`src/rtl/ram_port_arbiter_pkg.sv`:
```
// Shared types and constants for the RAM port arbiter: bus widths, FSM states,
// grant identifiers and the store byte-enable helper.
package ram_port_arbiter_pkg;

  localparam int ADDR_W = 32;
  localparam int DATA_W = 32;
  localparam int SEL_W  = 4;

  typedef enum logic [1:0] {
    ARB_IDLE   = 2'd0,
    ARB_BUSY_I = 2'd1,
    ARB_BUSY_D = 2'd2
  } arb_state_t;

  localparam logic GRANT_INST = 1'b0;
  localparam logic GRANT_DATA = 1'b1;

  function automatic logic [SEL_W-1:0] write_mask(input logic we, input logic [SEL_W-1:0] sel);
    return we ? sel : {SEL_W{1'b0}};
  endfunction

endpackage

```
`src/rtl/ram_port_arbiter_if.sv`:
```
// Bundles the fetch, data, RAM and stall signals around the arbiter.
// slave = arbiter view, master = pipeline/RAM environment view.
interface ram_port_arbiter_if;
  import ram_port_arbiter_pkg::*;

  logic              inst_req;
  logic [ADDR_W-1:0] inst_addr;
  logic [DATA_W-1:0] inst_rdata;
  logic              inst_done;
  logic              data_req;
  logic              data_we;
  logic [SEL_W-1:0]  data_sel;
  logic [ADDR_W-1:0] data_addr;
  logic [DATA_W-1:0] data_wdata;
  logic [DATA_W-1:0] data_rdata;
  logic              data_done;
  logic              ram_en;
  logic [SEL_W-1:0]  ram_we;
  logic [ADDR_W-1:0] ram_addr;
  logic [DATA_W-1:0] ram_wdata;
  logic [DATA_W-1:0] ram_rdata;
  logic              ram_ready;
  logic              stall_req;
  logic              bus_err;

  modport slave (
    input  inst_req, inst_addr, data_req, data_we, data_sel, data_addr, data_wdata,
           ram_rdata, ram_ready,
    output inst_rdata, inst_done, data_rdata, data_done, ram_en, ram_we, ram_addr,
           ram_wdata, stall_req, bus_err
  );

  modport master (
    output inst_req, inst_addr, data_req, data_we, data_sel, data_addr, data_wdata,
           ram_rdata, ram_ready,
    input  inst_rdata, inst_done, data_rdata, data_done, ram_en, ram_we, ram_addr,
           ram_wdata, stall_req, bus_err
  );

endinterface

```
`src/rtl/ram_port_arbiter_wait_counter.sv`:
```
// Wait-for-ready counter: synchronous clear, count enable, and a terminal flag
// raised once the count sits at TIMEOUT_CYCLES - 1.
module arb_wait_counter #(
  parameter int TIMEOUT_CYCLES = 16,
  parameter int CNT_WIDTH      = 5
) (
  input  logic clk,
  input  logic rst_n,
  input  logic clear,
  input  logic enable,
  output logic terminal
);

  logic [CNT_WIDTH-1:0] cnt_r;

  // Count register; clear has priority over enable.
  always_ff @(posedge clk or negedge rst_n) begin
    if (!rst_n) begin
      cnt_r <= {CNT_WIDTH{1'b0}};
    end else if (clear) begin
      cnt_r <= {CNT_WIDTH{1'b0}};
    end else if (enable) begin
      cnt_r <= cnt_r + CNT_WIDTH'(1);
    end else begin
      cnt_r <= cnt_r;
    end
  end

  assign terminal = (cnt_r == CNT_WIDTH'(TIMEOUT_CYCLES - 1));

endmodule

```
`src/rtl/ram_port_arbiter.sv`:
```
// Serialises instruction-fetch and data accesses onto one synchronous RAM port,
// holding the access registered until ram_ready or a forced timeout completion.
module ram_port_arbiter
  import ram_port_arbiter_pkg::*;
#(
  parameter int TIMEOUT_CYCLES = 16,
  parameter int CNT_WIDTH      = 5
) (
  input logic               clk,
  input logic               rst_n,
  ram_port_arbiter_if.slave bus
);

  arb_state_t        state_r, state_s;
  logic              last_grant_r, last_grant_s;
  logic              access_we_r, access_we_s;
  logic              ram_en_r, ram_en_s;
  logic [SEL_W-1:0]  ram_we_r, ram_we_s;
  logic [ADDR_W-1:0] ram_addr_r, ram_addr_s;
  logic [DATA_W-1:0] ram_wdata_r, ram_wdata_s;
  logic [DATA_W-1:0] inst_rdata_r, inst_rdata_s;
  logic [DATA_W-1:0] data_rdata_r, data_rdata_s;
  logic              inst_done_r, inst_done_s;
  logic              data_done_r, data_done_s;
  logic              bus_err_r, bus_err_s;
  logic              cnt_clear_s, cnt_enable_s, cnt_terminal_s;
  logic              inst_ok_s, data_ok_s;

  // A requester whose done pulse is showing must not be re-granted at the next edge.
  assign inst_ok_s = bus.inst_req & ~inst_done_r;
  assign data_ok_s = bus.data_req & ~data_done_r;

  arb_wait_counter #(
    .TIMEOUT_CYCLES (TIMEOUT_CYCLES),
    .CNT_WIDTH      (CNT_WIDTH)
  ) u_wait_counter (
    .clk      (clk),
    .rst_n    (rst_n),
    .clear    (cnt_clear_s),
    .enable   (cnt_enable_s),
    .terminal (cnt_terminal_s)
  );

  // Next-state and next-output logic for the arbitration FSM.
  always_comb begin
    state_s      = state_r;
    last_grant_s = last_grant_r;
    access_we_s  = access_we_r;
    ram_en_s     = ram_en_r;
    ram_we_s     = ram_we_r;
    ram_addr_s   = ram_addr_r;
    ram_wdata_s  = ram_wdata_r;
    inst_rdata_s = inst_rdata_r;
    data_rdata_s = data_rdata_r;
    inst_done_s  = 1'b0;
    data_done_s  = 1'b0;
    bus_err_s    = 1'b0;
    cnt_clear_s  = 1'b0;
    cnt_enable_s = 1'b0;
    case (state_r)
      ARB_IDLE: begin
        if (data_ok_s && (!inst_ok_s || (last_grant_r == GRANT_INST))) begin
          state_s      = ARB_BUSY_D;
          last_grant_s = GRANT_DATA;
          access_we_s  = bus.data_we;
          ram_en_s     = 1'b1;
          ram_we_s     = write_mask(bus.data_we, bus.data_sel);
          ram_addr_s   = bus.data_addr;
          ram_wdata_s  = bus.data_wdata;
          cnt_clear_s  = 1'b1;
        end else if (inst_ok_s) begin
          state_s      = ARB_BUSY_I;
          last_grant_s = GRANT_INST;
          access_we_s  = 1'b0;
          ram_en_s     = 1'b1;
          ram_we_s     = {SEL_W{1'b0}};
          ram_addr_s   = bus.inst_addr;
          ram_wdata_s  = {DATA_W{1'b0}};
          cnt_clear_s  = 1'b1;
        end else begin
          state_s = ARB_IDLE;
        end
      end
      ARB_BUSY_I, ARB_BUSY_D: begin
        // A ready in the terminal cycle still counts as a normal completion.
        if (bus.ram_ready || cnt_terminal_s) begin
          state_s   = ARB_IDLE;
          ram_en_s  = 1'b0;
          ram_we_s  = {SEL_W{1'b0}};
          bus_err_s = ~bus.ram_ready;
          if (state_r == ARB_BUSY_I) begin
            inst_done_s  = 1'b1;
            inst_rdata_s = bus.ram_ready ? bus.ram_rdata : {DATA_W{1'b0}};
          end else begin
            data_done_s  = 1'b1;
            data_rdata_s = (bus.ram_ready && !access_we_r) ? bus.ram_rdata : {DATA_W{1'b0}};
          end
        end else begin
          cnt_enable_s = 1'b1;
        end
      end
      default: begin
        state_s  = ARB_IDLE;
        ram_en_s = 1'b0;
        ram_we_s = {SEL_W{1'b0}};
      end
    endcase
  end

  // State and registered-output update; reset abandons any access in flight.
  always_ff @(posedge clk or negedge rst_n) begin
    if (!rst_n) begin
      state_r      <= ARB_IDLE;
      last_grant_r <= GRANT_INST;
      access_we_r  <= 1'b0;
      ram_en_r     <= 1'b0;
      ram_we_r     <= {SEL_W{1'b0}};
      ram_addr_r   <= {ADDR_W{1'b0}};
      ram_wdata_r  <= {DATA_W{1'b0}};
      inst_rdata_r <= {DATA_W{1'b0}};
      data_rdata_r <= {DATA_W{1'b0}};
      inst_done_r  <= 1'b0;
      data_done_r  <= 1'b0;
      bus_err_r    <= 1'b0;
    end else begin
      state_r      <= state_s;
      last_grant_r <= last_grant_s;
      access_we_r  <= access_we_s;
      ram_en_r     <= ram_en_s;
      ram_we_r     <= ram_we_s;
      ram_addr_r   <= ram_addr_s;
      ram_wdata_r  <= ram_wdata_s;
      inst_rdata_r <= inst_rdata_s;
      data_rdata_r <= data_rdata_s;
      inst_done_r  <= inst_done_s;
      data_done_r  <= data_done_s;
      bus_err_r    <= bus_err_s;
    end
  end

  assign bus.ram_en     = ram_en_r;
  assign bus.ram_we     = ram_we_r;
  assign bus.ram_addr   = ram_addr_r;
  assign bus.ram_wdata  = ram_wdata_r;
  assign bus.inst_rdata = inst_rdata_r;
  assign bus.data_rdata = data_rdata_r;
  assign bus.inst_done  = inst_done_r;
  assign bus.data_done  = data_done_r;
  assign bus.bus_err    = bus_err_r;
  assign bus.stall_req  = (bus.inst_req & ~inst_done_r) | (bus.data_req & ~data_done_r);

endmodule

```
`src/flat_wrapper.sv`:
```
// flat-port wrapper written by rule: the top's interface ports become plain ports
module ram_port_arbiter_flat import ram_port_arbiter_pkg::*;
#(
  parameter int TIMEOUT_CYCLES = 16,
  parameter int CNT_WIDTH      = 5
)
  (clk, rst_n, bus_inst_req, bus_inst_addr, bus_data_req, bus_data_we, bus_data_sel, bus_data_addr, bus_data_wdata, bus_ram_rdata, bus_ram_ready, bus_inst_rdata, bus_inst_done, bus_data_rdata, bus_data_done, bus_ram_en, bus_ram_we, bus_ram_addr, bus_ram_wdata, bus_stall_req, bus_bus_err);
  ram_port_arbiter_if bus_i ();
  input logic clk;
  input logic rst_n;
  input wire logic [$bits(bus_i.inst_req)-1:0] bus_inst_req;
  input wire logic [$bits(bus_i.inst_addr)-1:0] bus_inst_addr;
  input wire logic [$bits(bus_i.data_req)-1:0] bus_data_req;
  input wire logic [$bits(bus_i.data_we)-1:0] bus_data_we;
  input wire logic [$bits(bus_i.data_sel)-1:0] bus_data_sel;
  input wire logic [$bits(bus_i.data_addr)-1:0] bus_data_addr;
  input wire logic [$bits(bus_i.data_wdata)-1:0] bus_data_wdata;
  input wire logic [$bits(bus_i.ram_rdata)-1:0] bus_ram_rdata;
  input wire logic [$bits(bus_i.ram_ready)-1:0] bus_ram_ready;
  output wire logic [$bits(bus_i.inst_rdata)-1:0] bus_inst_rdata;
  output wire logic [$bits(bus_i.inst_done)-1:0] bus_inst_done;
  output wire logic [$bits(bus_i.data_rdata)-1:0] bus_data_rdata;
  output wire logic [$bits(bus_i.data_done)-1:0] bus_data_done;
  output wire logic [$bits(bus_i.ram_en)-1:0] bus_ram_en;
  output wire logic [$bits(bus_i.ram_we)-1:0] bus_ram_we;
  output wire logic [$bits(bus_i.ram_addr)-1:0] bus_ram_addr;
  output wire logic [$bits(bus_i.ram_wdata)-1:0] bus_ram_wdata;
  output wire logic [$bits(bus_i.stall_req)-1:0] bus_stall_req;
  output wire logic [$bits(bus_i.bus_err)-1:0] bus_bus_err;
  assign bus_i.inst_req = bus_inst_req;
  assign bus_i.inst_addr = bus_inst_addr;
  assign bus_i.data_req = bus_data_req;
  assign bus_i.data_we = bus_data_we;
  assign bus_i.data_sel = bus_data_sel;
  assign bus_i.data_addr = bus_data_addr;
  assign bus_i.data_wdata = bus_data_wdata;
  assign bus_i.ram_rdata = bus_ram_rdata;
  assign bus_i.ram_ready = bus_ram_ready;
  assign bus_inst_rdata = bus_i.inst_rdata;
  assign bus_inst_done = bus_i.inst_done;
  assign bus_data_rdata = bus_i.data_rdata;
  assign bus_data_done = bus_i.data_done;
  assign bus_ram_en = bus_i.ram_en;
  assign bus_ram_we = bus_i.ram_we;
  assign bus_ram_addr = bus_i.ram_addr;
  assign bus_ram_wdata = bus_i.ram_wdata;
  assign bus_stall_req = bus_i.stall_req;
  assign bus_bus_err = bus_i.bus_err;
  ram_port_arbiter #(.TIMEOUT_CYCLES(TIMEOUT_CYCLES), .CNT_WIDTH(CNT_WIDTH)) u_core (.clk(clk), .rst_n(rst_n), .bus(bus_i));
endmodule
```
`config.mk`:
```
export PLATFORM = sky130hd
export DESIGN_NAME = ram_port_arbiter_flat
export DESIGN_NICKNAME = d
export VERILOG_FILES = /design/src/rtl/ram_port_arbiter_pkg.sv /design/src/rtl/ram_port_arbiter_if.sv /design/src/rtl/ram_port_arbiter_wait_counter.sv /design/src/rtl/ram_port_arbiter.sv /design/src/flat_wrapper.sv
export SDC_FILE = /design/constraint.sdc
export NUM_CORES = 1
export LEC_CHECK = 0
export BUFFER_PORTS_ARGS = -buffer_cell sky130_fd_sc_hd__buf_2
export CAP_MARGIN = 30
export CORE_MARGIN = 2
export CORE_UTILIZATION = 51
export DETAILED_ROUTE_END_ITERATION = 10
export PLACE_DENSITY = 0.85
export SLEW_MARGIN = 0
export SYNTH_ARGS = -nofsm -noshare
export SYNTH_HDL_FRONTEND = slang
export SYNTH_SLANG_ARGS = --single-unit
```
`constraint.sdc`:
```
create_clock -name clk -period 4.2 [get_ports clk]
set_clock_uncertainty 0.05 [all_clocks]
set_input_delay 0.84 -clock clk [delete_from_list [all_inputs] [get_ports clk]]
set_output_delay 0.84 -clock clk [all_outputs]
set_load 0.005 [all_outputs]
```
# ---- Word level (Yosys, flattened, before mapping)
# Cells that the tools add are included.
dict set report classes {
  reduce_logical 14
  shifts 0
  n_mul 0
  n_mux 37
  magnitude_cmp 0
  addsub 1
  n_eq_ne 5
  bitwise 8
  div_mod_pow 0
}
# op n
set op_table {}
lappend op_table {{32-bit two-way mux} 6}
lappend op_table {{1-bit two-way mux} 20}
lappend op_table {{4-bit two-way mux} 4}
lappend op_table {{5-bit two-way mux} 2}
lappend op_table {{4-bit case mux with 2 select lines} 1}
lappend op_table {{3-bit AND reduction} 2}
lappend op_table {{5-bit by 1-bit adder with 5-bit output, second input constant} 1}
lappend op_table {{5-bit by 4-bit equality test with 1-bit output, second input constant} 1}
lappend op_table {{1-bit NOT} 5}
lappend op_table {{2-bit two-way mux} 2}
lappend op_table {{2-bit case mux with 2 select lines} 1}
lappend op_table {{2-bit AND reduction} 2}
lappend op_table {{2-bit nonzero test} 2}
lappend op_table {{3-bit by 1-bit inequality test with 1-bit output, second input constant} 1}
lappend op_table {{1-bit bitwise AND} 2}
lappend op_table {{2-bit by 1-bit equality test with 1-bit output, second input constant} 1}
lappend op_table {{2-bit equality test, second input constant} 1}
lappend op_table {{1-bit logical AND} 2}
lappend op_table {{1-bit zero test} 2}
lappend op_table {{2-bit zero test} 1}
lappend op_table {{1-bit logical OR} 2}
lappend op_table {{2-bit by 1-bit inequality test with 1-bit output, second input constant} 1}
lappend op_table {{1-bit case mux with 2 select lines} 1}
lappend op_table {{2-bit OR reduction} 1}
lappend op_table {{1-bit OR} 1}
dict set report totals {
  out_inout_bits 137
  latch_bits 0
  rom_bits 0
  elab_cells 78
  regBits 145
  ramBits 0
  n_memories 0
}

# ---- Logic depth before layout (Yosys ltp)
dict set report logic_depth {
  word_depth 8
  mapped_depth 8
  ltp_nobuf 6
}

# ---- By module
# A second synthesis with hierarchy kept.
dict set report unflattened {
  cells_unflattened 541
  area_unflattened_um2 6700.2
}
# mod cells_per_inst seq_area_each_um2 instances area_per_inst_um2
set by_module_without_submodules {}
lappend by_module_without_submodules {ram_port_arbiter 518 3503.4 1 6429.9}
lappend by_module_without_submodules {arb_wait_counter 23 125.1 1 270.3}

# ---- Worst setup path after synthesis
# OpenSTA, ideal clock, no wires.
dict set report synth_timing {
  path_type {input to output}
  start {in bus_inst_req}
  end {out bus_stall_req}
  setup_slack_ns 1.857
  t_arrival_ns 1.453
  cell_stages 4
  n_path_buf 2
  path_cell_list {nand2b_1 buf_2 clkbuf_1 nand2_1}
}
dict set report synth_between {
  elab_chain_cells 2
}
# item line_no
set synth_rtl {}
lappend synth_rtl {{start: declaration} flat_wrapper.sv:11} ;# input wire logic [$bits(bus_i.inst_req)-1:0] bus_inst_req;
lappend synth_rtl {{1-bit bitwise AND} ram_port_arbiter.sv:150} ;# assign bus.stall_req = (bus.inst_req & ~inst_done_r) | (bus.data_req & ~data_done_r);
lappend synth_rtl {{1-bit OR} ram_port_arbiter.sv:150}
lappend synth_rtl {{end: declaration} flat_wrapper.sv:28} ;# output wire logic [$bits(bus_i.stall_req)-1:0] bus_stall_req;
# No other way between the ends.

# ---- Final worst setup path
# Ends and elaborated chain as after synthesis.

==> key figures <==
Outcome
  • Status: completed

Floorplanning
  • Core Footprint: 12060 um^2
  • Initial core utilization: 0.5256
  • Std-Cell Rows: 40
  • Die width: 115.5 um
  • DIE HEIGHT: 115.5 um
  • Die Area: 13340 um^2
  • I/O Pins: 275

Timing
  • Final hold vios: 0
  • Setup_tns: 0 ps
  • Tcrit/Tclk final: 0.6931
  • Max transition margin: 0.3035
  • Fmax: 0.3435 GHz
  • Max Slew Vio Count: 0
  • Least-Margin Pin Slew: 1042 ps
  • Worst hold margin: 218.4 ps
  • RSZ-0062 raised after global routing: no
  • Fin crit period: 2911 ps
  • Setup violators final: 0

Job
  • MaxCap Viol Count: 0

Clock network
  • Total CTS buffers: 17
  • Skew-Pair Late Insertion Delay: 420 ps
  • CTS Hold Buffers Added: 0
  • Worst-path clk slew: 60 ps
  • Clock Tree Root: clkbuf_16
  • Number of clock sinks: 145
  • Post-CTS sizing: 0
  • CTS H-tree lvls: 4
  • CTS tree: yes
  • Post-CTS Setup Inserts: 0
  • Clock Tree Buf Depth: 2

Setup path
  • CP most frequent cell: buf_2
  • Worst setup endpoint: bus_stall_req
  • Reg2reg start: u_core.u_wait_counter.cnt_r[0]
  • Crit-path slowest cell: nand2b_1
  • Kind of critical path: in -> out
  • CP max stage delay: 690 ps
  • Max FO, Critical Path: 23
  • CP endpoint kind: primary output
  • Worst path depth: 4
  • Family with the most delay on the worst path: simple AND/OR/NAND/NOR gates
  • Startpoint types: primary input
  • Worst setup path start: bus_inst_req
  • Worst path required time: 3310 ps
  • Flop-to-flop setup slack: 1640 ps
  • CP cell instances: buf_2, nand2b_1, nand2_1, buf_2
  • R2R cell count: 6
  • Reg2Reg Capture Point: u_core.bus.data_rdata[15]
  • Arrival time at the worst endpoint: 2020 ps
  • Buffers and inverters on the worst path: 2

Global routing
  • Initial antenna violation count: 2
  • Tot GR Track Use: 0.2793
  • Number of global-route vias before repair: 5543
  • Total congestion overflow: 0
  • Largest net degree at the start of global routing: 103
  • Global-route wire length before repair: 28850 um

Final layout
  • Final net count: 943
  • Synth-to-Final Area Change: 32.80%
  • Most common cell after layout, fill and taps aside: buf_2
  • Most frequent cells in the layout: buf_2, dfrtp_1, nand2_1
  • Final Util: 0.6980
  • Share of cells above drive strength 1: 0.4108

Power
  • Tot Pwr: 6.374 mW
  • Pwr/cell area: 757.0 nW/um^2
  • Leak: 4.359 nW
  • Max IR drop VDD: 0.4467 mV

Yosys
  • Post-synthesis register bit count: 145
  • Sequential element share of the synthesized area: 0.5723
  • Warnings from Yosys: 0
  • Syn Inst Count: 551
  • Top_reg_cell synth: dfrtp_1
  • Synth Area per Inst: 11.51 um^2
  • EDFF count, synth: 0
  • Syn_nets: 694
  • Distinct cells, synth: 39
  • Synthesized area: 6340 um^2
  • Asr flop ratio synth: 1.000

Place
  • Hpwl dp: 12630 um
  • GPL Wtd Cong: 0.8633
  • Port Buffers: 274

Route
  • Drt pass-1 iters: 7
  • WL final: 18790 um
  • DR WL/cell: 19.13 um
  • ANT nets after route: 0
  • DRC Markers: 0
  • Detailed Route Iter0 Violations: 670
  • Detailed-route vias per instance: 5.822
  • Via count: 5717

Hold path
  • Hold Crit Class: in -> async
[power by group]
group	internal [mW]	switching, mW
combinational	1.22	1.22
clock	0.919	0.616
sequential	2.02	0.378
[worst min path at each step]
stage | startpoint | end | slack [ps] | cells past startpoint
detailed placement | u_core.bus.data_rdata[27] | u_core.bus.data_rdata[27] | 410 | 2
global placement | u_core.bus.data_rdata[12] | u_core.bus.data_rdata[12] | 410 | 2
finish | rst_n | u_core.bus.data_rdata[3] | 220 | 1
floorplan | u_core.last_grant_r | u_core.last_grant_r | 420 | 1
CTS | rst_n | u_core.bus.data_rdata[3] | 210 | 1
global route | rst_n | u_core.bus.data_rdata[5] | 210 | 1
[cells by family after synthesis]
| group | after synthesis | synth area share |
|---|---|---|
| AOI/OAI and AO/OA | 204 | 0.2429 |
| xor gates and xnor gates | 2 | 0.002763 |
| adders and majority gates | 5 | 0.009868 |
| buffers and inverters | 63 | 0.04953 |
| DFF | 145 | 0.5723 |
| muxes | 6 | 0.01046 |
| and+or+nand+nor | 126 | 0.1121 |
[routing by layer]
layer | global-route usage | up-vias | part of all wire
li1 | - | 2549 | -
met5 | 0 | - | 0.00085
met3 | 0.08577 | 42 | 0.093
met2 | 0.4464 | 332 | 0.49
met1 | 0.3567 | 2792 | 0.40
met4 | 0.1141 | 2 | 0.020
[layout make-up]
class                   instances  area (um^2)
well taps                     168        210.2
multi-input cells             343         2417
diodes                          1        2.502
fillers                       865         3642
clock inverters                12        146.4
repair buffers                287         1535
inverters                       6        22.52
clock buffers                  20        456.7
flip-flops and latches        145         3628
[Yosys cell counts (2+ instances only)]
| master | instances | area, um^2 |
|---|---|---|
| nor2_1 | 8 | 30.03 |
| and3_1 | 5 | 31.28 |
| a221oi_1 | 32 | 280.3 |
| a2bb2oi_1 | 32 | 280.3 |
| a22o_1 | 65 | 569.3 |
| o21ai_1 | 2 | 10.01 |
| o21ai_0 | 65 | 325.3 |
| nand2b_1 | 2 | 12.51 |
| clkbuf_1 | 31 | 116.4 |
| a21o_1 | 2 | 15.01 |
| xnor2_1 | 2 | 17.52 |
| buf_6 | 6 | 67.56 |
| inv_1 | 5 | 18.77 |
| and3b_1 | 33 | 289.0 |
| mux2_2 | 5 | 56.30 |
| dfrtp_1 | 145 | 3628 |
| buf_2 | 17 | 85.08 |
| buf_4 | 3 | 22.52 |
| ha_1 | 5 | 62.56 |
| nand2_1 | 67 | 251.5 |
[worst register-to-register path, cell delays in order, from the launching register on]
cell and delay (ps):
dfrtp_1 410, ha_1 220, and3_1 190, ha_1 310, o21ai_4 610, buf_4 420, o21ai_0 210
[registers in the layout, summed over array words and instances (netlist names)]
signal                       cells
u_core.bus.data_rdata           32
u_core.bus.inst_rdata           32
u_core.bus.ram_addr             32
u_core.bus.ram_wdata            32
u_core.u_wait_counter.cnt_r      5
u_core.bus.ram_we                4
u_core.state_r                   2
u_core.access_we_r               1
u_core.bus.bus_err               1
u_core.bus.data_done             1
u_core.bus.inst_done             1
u_core.bus.ram_en                1
u_core.last_grant_r              1
[metrics by stage]
| stage | std cells | worst slack (ps) | instance area, um^2 |
|---|---|---|---|
| 3_5_place_dp | 948 | 1192 | 7786 |
| 3_3_place_gp | 946 | 1290 | 7731 |
| 4_1_cts | 980 | 1317 | 8389 |
| 6_report | 982 | 1289 | 8419 |
| 5_1_grt | 982 | 1195 | 8419 |
| 2_1_floorplan | 551 | 1857 | 6340 |
(Power assumes the default switching activity.)
